===== src/rtl/cmd_mem_loader_if.sv =====
// Host-side configuration and word-stream handshake for cmd_mem_loader.
// The master drives session config and host words; the slave is the loader.
interface cmd_mem_loader_if #(
  parameter int unsigned CORE_SEL_WIDTH = 2,
  parameter int unsigned CMD_ADDR_WIDTH = 8,
  parameter int unsigned MEM_WIDTH      = 32
);
  logic                      cfg_valid;
  logic                      cfg_ready;
  logic [CORE_SEL_WIDTH-1:0] cfg_core;
  logic [CMD_ADDR_WIDTH-1:0] cfg_addr;
  logic                      s_valid;
  logic                      s_ready;
  logic [MEM_WIDTH-1:0]      s_data;
  logic                      s_last;

  modport master (
    output cfg_valid, cfg_core, cfg_addr, s_valid, s_data, s_last,
    input  cfg_ready, s_ready
  );

  modport slave (
    input  cfg_valid, cfg_core, cfg_addr, s_valid, s_data, s_last,
    output cfg_ready, s_ready
  );
endinterface


===== src/rtl/cmd_mem_loader.sv =====
// Assembles MEM_WIDTH host words into full commands written to one of N_CORES
// command memories. Optional CMD_LOADER_CHECKSUM_EN adds an XOR checksum output.
module cmd_mem_loader #(
  parameter int unsigned N_CORES        = 4,
  parameter int unsigned MEM_WIDTH      = 32,
  parameter int unsigned MEM_TO_CMD     = 4,
  parameter int unsigned CMD_ADDR_WIDTH = 8,
  parameter int unsigned CORE_SEL_WIDTH = 2
) (
  input  logic                            clk,
  input  logic                            reset,
  cmd_mem_loader_if.slave                 host,
  output logic [N_CORES-1:0]              mem_write_enable,
  output logic [CMD_ADDR_WIDTH-1:0]       mem_write_addr,
  output logic [MEM_WIDTH*MEM_TO_CMD-1:0] mem_write_data,
  output logic                            busy,
  output logic                            done,
  output logic                            err_wrap,
  output logic [CMD_ADDR_WIDTH:0]         cmd_count
`ifdef CMD_LOADER_CHECKSUM_EN
  ,
  output logic [MEM_WIDTH-1:0]            checksum
`endif
);

  localparam int unsigned CMD_WIDTH = MEM_WIDTH * MEM_TO_CMD;
  localparam int unsigned IDX_W     = (MEM_TO_CMD > 1) ? $clog2(MEM_TO_CMD) : 1;
  localparam logic [IDX_W-1:0] IDX_LAST = IDX_W'(MEM_TO_CMD - 1);

  typedef enum logic [1:0] {IDLE, LOAD, DRAIN} state_t;

  state_t                    state_q, state_d;
  logic [CORE_SEL_WIDTH-1:0] core_q;
  logic [CMD_ADDR_WIDTH-1:0] addr_q;
  logic [IDX_W-1:0]          idx_q;
  logic [CMD_WIDTH-1:0]      asm_q, asm_d;
  logic                      wrapped_q;

  logic                      cfg_ready, s_ready;
  logic                      cfg_take, xfer, cmd_done, drop_wrap, sess_end;
  logic [N_CORES-1:0]        en_d;

  assign host.cfg_ready = cfg_ready;
  assign host.s_ready   = s_ready;
  assign busy           = (state_q != IDLE);

  always_ff @(posedge clk or posedge reset) begin
    if (reset) state_q <= IDLE;
    else       state_q <= state_d;
  end

  always_comb begin
    state_d   = state_q;
    cfg_ready = 1'b0;
    s_ready   = 1'b0;
    cfg_take  = 1'b0;
    xfer      = 1'b0;
    cmd_done  = 1'b0;
    drop_wrap = 1'b0;
    sess_end  = 1'b0;
    asm_d     = asm_q;
    en_d      = '0;
    case (state_q)
      IDLE: begin
        cfg_ready = 1'b1;
        if (host.cfg_valid) begin
          cfg_take = 1'b1;
          state_d  = LOAD;
        end
      end
      LOAD: begin
        s_ready = 1'b1;
        if (host.s_valid) begin
          xfer = 1'b1;
          if (wrapped_q) begin
            // Address space exhausted: drop the word and flush the rest of the session.
            drop_wrap = 1'b1;
            if (host.s_last) begin
              sess_end = 1'b1;
              state_d  = IDLE;
            end else begin
              state_d  = DRAIN;
            end
          end else begin
            // Chunks above idx are already zero, so this also zero-pads short commands.
            for (int unsigned i = 0; i < MEM_TO_CMD; i++) begin
              if (idx_q == IDX_W'(i)) asm_d[i*MEM_WIDTH +: MEM_WIDTH] = host.s_data;
            end
            cmd_done = (idx_q == IDX_LAST) || host.s_last;
            if (host.s_last) begin
              sess_end = 1'b1;
              state_d  = IDLE;
            end
          end
        end
      end
      DRAIN: begin
        s_ready = 1'b1;
        if (host.s_valid) begin
          xfer = 1'b1;
          if (host.s_last) begin
            sess_end = 1'b1;
            state_d  = IDLE;
          end
        end
      end
      default: state_d = IDLE;
    endcase
    for (int unsigned i = 0; i < N_CORES; i++) begin
      en_d[i] = cmd_done && (core_q == CORE_SEL_WIDTH'(i));
    end
  end

  always_ff @(posedge clk or posedge reset) begin
    if (reset) begin
      core_q           <= '0;
      addr_q           <= '0;
      idx_q            <= '0;
      asm_q            <= '0;
      wrapped_q        <= 1'b0;
      mem_write_enable <= '0;
      mem_write_addr   <= '0;
      mem_write_data   <= '0;
      done             <= 1'b0;
      err_wrap         <= 1'b0;
      cmd_count        <= '0;
    end else begin
      mem_write_enable <= en_d;
      done             <= sess_end;
      if (cmd_done) begin
        mem_write_addr <= addr_q;
        mem_write_data <= asm_d;
      end
      if (cfg_take) begin
        core_q    <= host.cfg_core;
        addr_q    <= host.cfg_addr;
        idx_q     <= '0;
        asm_q     <= '0;
        wrapped_q <= 1'b0;
        err_wrap  <= 1'b0;
        cmd_count <= '0;
      end else if (xfer) begin
        if (drop_wrap) begin
          err_wrap <= 1'b1;
        end else if (cmd_done) begin
          asm_q     <= '0;
          idx_q     <= '0;
          addr_q    <= addr_q + 1'b1;
          cmd_count <= cmd_count + 1'b1;
          if (addr_q == '1) wrapped_q <= 1'b1;
        end else if (state_q == LOAD) begin
          asm_q <= asm_d;
          idx_q <= idx_q + 1'b1;
        end
      end
    end
  end

`ifdef CMD_LOADER_CHECKSUM_EN
  always_ff @(posedge clk or posedge reset) begin
    if (reset)         checksum <= '0;
    else if (cfg_take) checksum <= '0;
    else if (xfer)     checksum <= checksum ^ host.s_data;
  end
`endif

endmodule


===== src/flat_wrapper.sv =====
// flat-port wrapper written by rule: the top's interface ports become plain ports
module cmd_mem_loader_flat 
#(
  parameter int unsigned N_CORES        = 4,
  parameter int unsigned MEM_WIDTH      = 32,
  parameter int unsigned MEM_TO_CMD     = 4,
  parameter int unsigned CMD_ADDR_WIDTH = 8,
  parameter int unsigned CORE_SEL_WIDTH = 2
)
  (clk, reset, mem_write_enable, mem_write_addr, mem_write_data, busy, done, err_wrap, cmd_count, host_cfg_valid, host_cfg_core, host_cfg_addr, host_s_valid, host_s_data, host_s_last, host_cfg_ready, host_s_ready);
  cmd_mem_loader_if #(.CORE_SEL_WIDTH(CORE_SEL_WIDTH), .CMD_ADDR_WIDTH(CMD_ADDR_WIDTH), .MEM_WIDTH(MEM_WIDTH)) host_i ();
  input  logic clk;
  input  logic reset;
  output logic [N_CORES-1:0] mem_write_enable;
  output logic [CMD_ADDR_WIDTH-1:0] mem_write_addr;
  output logic [MEM_WIDTH*MEM_TO_CMD-1:0] mem_write_data;
  output logic busy;
  output logic done;
  output logic err_wrap;
  output logic [CMD_ADDR_WIDTH:0] cmd_count;
  input wire logic [$bits(host_i.cfg_valid)-1:0] host_cfg_valid;
  input wire logic [$bits(host_i.cfg_core)-1:0] host_cfg_core;
  input wire logic [$bits(host_i.cfg_addr)-1:0] host_cfg_addr;
  input wire logic [$bits(host_i.s_valid)-1:0] host_s_valid;
  input wire logic [$bits(host_i.s_data)-1:0] host_s_data;
  input wire logic [$bits(host_i.s_last)-1:0] host_s_last;
  output wire logic [$bits(host_i.cfg_ready)-1:0] host_cfg_ready;
  output wire logic [$bits(host_i.s_ready)-1:0] host_s_ready;
  assign host_i.cfg_valid = host_cfg_valid;
  assign host_i.cfg_core = host_cfg_core;
  assign host_i.cfg_addr = host_cfg_addr;
  assign host_i.s_valid = host_s_valid;
  assign host_i.s_data = host_s_data;
  assign host_i.s_last = host_s_last;
  assign host_cfg_ready = host_i.cfg_ready;
  assign host_s_ready = host_i.s_ready;
  cmd_mem_loader #(.N_CORES(N_CORES), .MEM_WIDTH(MEM_WIDTH), .MEM_TO_CMD(MEM_TO_CMD), .CMD_ADDR_WIDTH(CMD_ADDR_WIDTH), .CORE_SEL_WIDTH(CORE_SEL_WIDTH)) u_core (.clk(clk), .reset(reset), .host(host_i), .mem_write_enable(mem_write_enable), .mem_write_addr(mem_write_addr), .mem_write_data(mem_write_data), .busy(busy), .done(done), .err_wrap(err_wrap), .cmd_count(cmd_count));
endmodule

===== config.mk =====
export PLATFORM = sky130hd
export DESIGN_NAME = cmd_mem_loader_flat
export DESIGN_NICKNAME = d
export VERILOG_FILES = /design/src/rtl/cmd_mem_loader_if.sv /design/src/rtl/cmd_mem_loader.sv /design/src/flat_wrapper.sv
export SDC_FILE = /design/constraint.sdc
export NUM_CORES = 1
export LEC_CHECK = 0
export BUFFER_PORTS_ARGS = -buffer_cell sky130_fd_sc_hd__buf_2
export CORE_UTILIZATION = 61
export CTS_BUF_LIST = sky130_fd_sc_hd__clkbuf_16
export CTS_CLUSTER_SIZE = 24
export DETAILED_ROUTE_END_ITERATION = 7
export PLACE_DENSITY_LB_ADDON = 0.15
export REMOVE_ABC_BUFFERS = 1
export SETUP_SLACK_MARGIN = 0.15
export SLEW_MARGIN = 10
export SYNTH_ARGS = -nofsm -noshare
export SYNTH_HDL_FRONTEND = slang
export SYNTH_SLANG_ARGS = --single-unit

===== constraint.sdc =====
create_clock -name clk -period 32.4 [get_ports clk]
set_clock_uncertainty 0.05 [all_clocks]
set_input_delay 9.72 -clock clk [delete_from_list [all_inputs] [get_ports clk]]
set_output_delay 9.72 -clock clk [all_outputs]
set_load 0.01 [all_outputs]

* Word-level counts from Yosys, hierarchy flattened *
Index checks and enable logic that the tools add are counted.

word-level totals
  flip-flop bits (word level) = 294
  bits of input ports = 47
  output and inout port bits = 154
  logic and storage cells = 103

operators by class
  $add $sub $neg = 3
  equality and inequality tests = 13
  mux-type cells = 55
  reduce and logical (&&, ||, !) cells = 20

operator list
  cell                   count
  $mux W128              8
  $mux W32               4
  $mux W9                4
  $mux W8                4
  $mux W1                23
  $mux W2                11
  $eq A2 B2 Y1 const B   5
  $reduce_bool A2 Y1     5
  $add A9 B1 Y9 const B  1
  $reduce_and A3 Y1      3
  $add A8 B1 Y8 const B  1
  $eq A8 B8 Y1 const B   1
  $eq A2 B1 Y1 const B   3
  $logic_not A2 Y1       3
  $ne A2 B2 Y1 const B   3
  $pmux W2 S3            1
  $logic_and A1 B1 Y1    4
  $reduce_and A4 Y1      1
  $reduce_bool A3 Y1     1
  $add A2 B1 Y2 const B  1
  $ne A2 B1 Y1 const B   1
  $reduce_and A2 Y1      1
  $reduce_or A2 Y1       1
  $logic_or A1 B1 Y1     1

* Logic depth before layout (Yosys ltp) *
  depth after elaboration = 10
  mapped depth = 10
  depth with buffers taken out = 6

* Least setup slack after synthesis *
No wires, ideal clock.

  kind = in2reg
  start = input host_s_valid
  end = register u_core.cmd_count[8]
  library setup time = 0.078 ns
  arrival time = 10.760 ns
  path slack = 21.512 ns
  cell stages on the path = 6
  cells stage by stage = buf_6 -> and4b_4 -> buf_8 -> nand4_1 -> or3_1 -> a21oi_1

between the ends
  cells in the longest elaborated chain, start to end = 4
  elaborated cells on any way between the ends = 10

RTL lines
  item                                                                 line                                        RTL
  start, declared                                                      flat_wrapper.sv:24                          input wire logic [$bits(host_i.s_valid)-1:0] host_s_valid;
  $mux W1 (on tied branches)                                           cmd_mem_loader.sv:73, cmd_mem_loader.sv:99
  $mux W1 (on tied branches)                                           --
  $ne A2 B1 Y1 (no line) / $reduce_bool A2 Y1 (equally long branches)  --
  $reduce_and A3 Y1 (no line) *                                        --
  end signal, assigned                                                 cmd_mem_loader.sv:149                       cmd_count <= cmd_count + 1'b1;
  end, declared                                                        cmd_mem_loader.sv:19                        output logic [CMD_ADDR_WIDTH:0] cmd_count

Mark *: on every way between the ends. The rest lies on a longest branch, timed or not.
A chain may end at the register's enable or synchronous reset.

* Final worst setup path *
  start = input host_s_last
  end = register u_core.mem_write_data[34]

between the ends
  cells in the longest elaborated chain, start to end = 4

RTL lines
  item                  line                   RTL
  start, declared       flat_wrapper.sv:26     input wire logic [$bits(host_i.s_last)-1:0] host_s_last;
  $logic_or A1 B1 Y1    cmd_mem_loader.sv:89   cmd_done = (idx_q == IDX_LAST) || host.s_last;
  $mux W1               cmd_mem_loader.sv:75   if (wrapped_q) begin
  $mux W1               cmd_mem_loader.sv:73   if (host.s_valid) begin
  $mux W1               cmd_mem_loader.sv:63   case (state_q)
  end signal, assigned  cmd_mem_loader.sv:132  mem_write_data <= asm_d;
  end, declared         cmd_mem_loader.sv:15   output logic [MEM_WIDTH*MEM_TO_CMD-1:0] mem_write_data,

Every way passes these cells.

==> summary.txt <==
Die
  – Die H: 145.5 um
  – Die width: 145.5 um
  – Num rows: 52
  – Starting density of the core: 62.11%
  – Die Area: ~21000 um2
  – Core area: approximately 20000 um2
  – # IOs: 201

Drt
  – Vias: 9172
  – Met2 WL: 14110 um
  – Post-Route M1 WL: roughly 13000 um
  – Routed wl met3: 1495 um
  – Post-route ant nets: 0
  – 1st-pass router iterations: 5
  – Vias/cell: ~5.7
  – DRC Markers: 0
  – WL/cell: 18.35 um
  – Top layer in use: met4
  – WL final: slightly below 30000 um
  – DRT iter0 DRCs: around 680

STA
  – Fin crit share: 37.68%
  – Final-report hold violation count: 0
  – Max-slew headroom: 21.68%
  – Worst-Margin Slew: around 1200 ps
  – Setup ws final: 20190 ps
  – Slew Viols, Final: 0
  – TNS Setup: 0 ps
  – # setup viols final: 0
  – Crit path time final: 12210 ps
  – RSZ-0062 raised after global routing: false
  – FMAX: ~82 MHz
  – Final hold slack: 424.9 ps

Placed design
  – Placed cell area: between 10000 and 15000 um2
  – Buffers added on ports: 200
  – Hpwl dp: ~17000 um
  – Final Wtd Congestion: between 0.8 and 0.9
  – Post-placement worst setup slack: ~20000 ps
  – Placed Cells: 1552

Synthesis
  – Post-Synthesis Cells: 1157
  – Synth Warn #: 0
  – Asr flop ratio synth: 100.0%
  – Unique masters post-synth: between 40 and 50
  – Mean Syn Cell Area: 10.86 um2
  – Seq/Total Area, Yosys: approximately three fifths
  – Synth Cell Area: ~13000 um2
  – #FFs+latches synth: 294
  – Top FF cell, synth: dfrtp_1
  – Post-synth EDFFs: 0

Cells and area
  – Syn-to-layout area delta: 15.36%
  – Final layout net count: 1371
  – ANT cells: 0
  – Final core utilization: 71.65%
  – Final Non-Filler Cells: 1607
  – Share of cells above drive strength 1: 19.75%
  – Most frequent cells in the layout: dfrtp_1, buf_2, nand2_1
  – Fin area: 14500 um2
  – Commonest non-fill, non-tap cell in the layout: dfrtp_1

Clocking
  – Setup Fix Bufs, Post-CTS: 0
  – CTS Hold Buffers Added: 0
  – Max clock buf depth: 3
  – PostCTS Resize Cnt: 0
  – CTS Root Cell: clkbuf_16
  – Clock Latency Late Sink: 550 ps
  – Clock sink count: 294
  – Worst-path clk slew: 60 ps
  – CTS H-tree lvls: 1
  – Cts bufs inserted: 30
  – TritonCTS clock tree: yes

Pwr
  – Overall power: 0.9409 mW
  – Sw Pwr: 0.2874 mW
  – Power per cell area: 64.90 nW/um2
  – Flop pwr share: a little under half
  – Switching portion of total power: a little under a third
  – Pleak: 7.901 nW
  – Pint: between 0.6 and 0.7 mW
  – Power share of the clock group: 35.7%
  – VDD IR max: 0.05104 mV
  – Combinational share of power: 19.0%

Critical path
  – FF-to-FF Start: u_core.idx_q[0]$_DFFE_PP0P_
  – Reg-to-reg slack, setup: about 29000 ps
  – Crit-path max FO: 136
  – Crit path required time: around 33000 ps
  – Critical path type: in2reg
  – Critical Path Start Type: input port
  – Worst EP arrival: roughly 13000 ps
  – FF-to-FF End: u_core.mem_write_data[34]$_DFFE_PP0P_
  – CP Capture Point: u_core.mem_write_data[34]$_DFFE_PP0P_
  – Worst Setup SP: host_s_last
  – R2R depth: 5
  – Crit end category: flop

Global routing
  – GR Overflow Total: 0
  – Vias in the first global route: 8859
  – Largest net degree at the start of global routing: 158
  – Antenna violations before repair: 0
  – GRT Total Usage: 28.33%
  – Global-route wire length before repair: ~48000 um

Run
  – Max-cap viol count: 0

Outcome
  – Status: completed

Worst hold path
  – Class of the worst hold path: reg2reg
[sequential cells by signal (all words and copies together) (netlist names)]
| name | count |
|---|---|
| u_core.mem_write_data | 128 |
| u_core.mem_write_enable | 4 |
| u_core.addr_q | 8 |
| u_core.wrapped_q | 1 |
| u_core.done | 1 |
| u_core.mem_write_addr | 8 |
| u_core.cmd_count | 9 |
| u_core.idx_q | 2 |
| u_core.err_wrap | 1 |
| u_core.asm_q | 128 |
| u_core.state_q | 2 |
| u_core.core_q | 2 |
[critical path, stage by stage]
cell	delay, ps
buf_2	130
or2_1	580
nand2_8	700
buf_4	980
o21ai_0	310
[cell usage after synthesis (all sizes together) (2+ instances only)]
library cell / n / area, um2
buf: 57 / 384.1
nand3: 8 / 40.04
nor3: 6 / 57.55
nor2: 113 / 424.2
clkbuf: 29 / 108.9
nand2: 176 / 663.1
nand4b: 4 / 50.05
or3: 2 / 12.51
xor2: 5 / 43.79
nor4: 3 / 18.77
and2: 36 / 225.2
mux2i: 129 / 1291
inv: 8 / 30.03
nand4: 4 / 25.02
a21oi: 10 / 50.05
xnor2: 7 / 61.31
dfrtp: 294 / 7357
and3: 3 / 18.77
a22oi: 97 / 728.2
ha: 10 / 125.1
o21ai: 144 / 754.5
[cells by family after synthesis]
kind of cell | share of synthesized area (%)
buffers and inverters | 4.162
AOI/OAI and AO/OA | 12.52
adders and majority gates | 0.9956
xor gates and xnor gates | 0.8363
muxes | 10.27
DFF | 58.54
and+or+nand+nor | 12.67
[final cells by class]
| class | instances | area (um2) |
|---|---|---|
| Tap cell | 270 | 337.8 |
| Multi-Input combinational cell | 769 | 4715 |
| Sequential cell | 294 | 7357 |
| Clock buffer | 31 | 775.7 |
| Clock inverter | 24 | 178.9 |
| Fill cell | 1544 | 5737 |
| Inverter | 8 | 37.54 |
| Timing Repair Buffer | 211 | 1096 |
[power by group through the flow]
stage	Sequential, mW	Combinational [mW]	Clock [mW]
after floorplan	0.440	0.0970	0
after global placement	0.432	0.176	0
after detailed placement	0.432	0.179	0
after CTS	0.426	0.180	0.341
after global routing	0.430	0.197	0.355
final	0.426	0.179	0.336
[worst min-delay path by stage]
stage                                                from  depth (start not counted)                                     to  slack, ps
floorplan                   u_core.asm_q[100]$_DFFE_PP0P_                          1          u_core.asm_q[100]$_DFFE_PP0P_        400
global placement     u_core.mem_write_addr[5]$_DFFE_PP0P_                          2   u_core.mem_write_addr[5]$_DFFE_PP0P_        410
detailed placement   u_core.mem_write_addr[1]$_DFFE_PP0P_                          2   u_core.mem_write_addr[1]$_DFFE_PP0P_        410
CTS                  u_core.mem_write_addr[1]$_DFFE_PP0P_                          2   u_core.mem_write_addr[1]$_DFFE_PP0P_        420
global route         u_core.mem_write_addr[3]$_DFFE_PP0P_                          2   u_core.mem_write_addr[3]$_DFFE_PP0P_        450
finish              u_core.mem_write_data[76]$_DFFE_PP0P_                          2  u_core.mem_write_data[76]$_DFFE_PP0P_        420
[layer usage]
layer,vias up,global-route usage [%]
li1,4294,-
met2,248,45.65
met5,-,0
met1,4597,41.45
met4,0,6.263
met3,33,3.856
No activity file was read; power rests on OpenSTA's default activity.
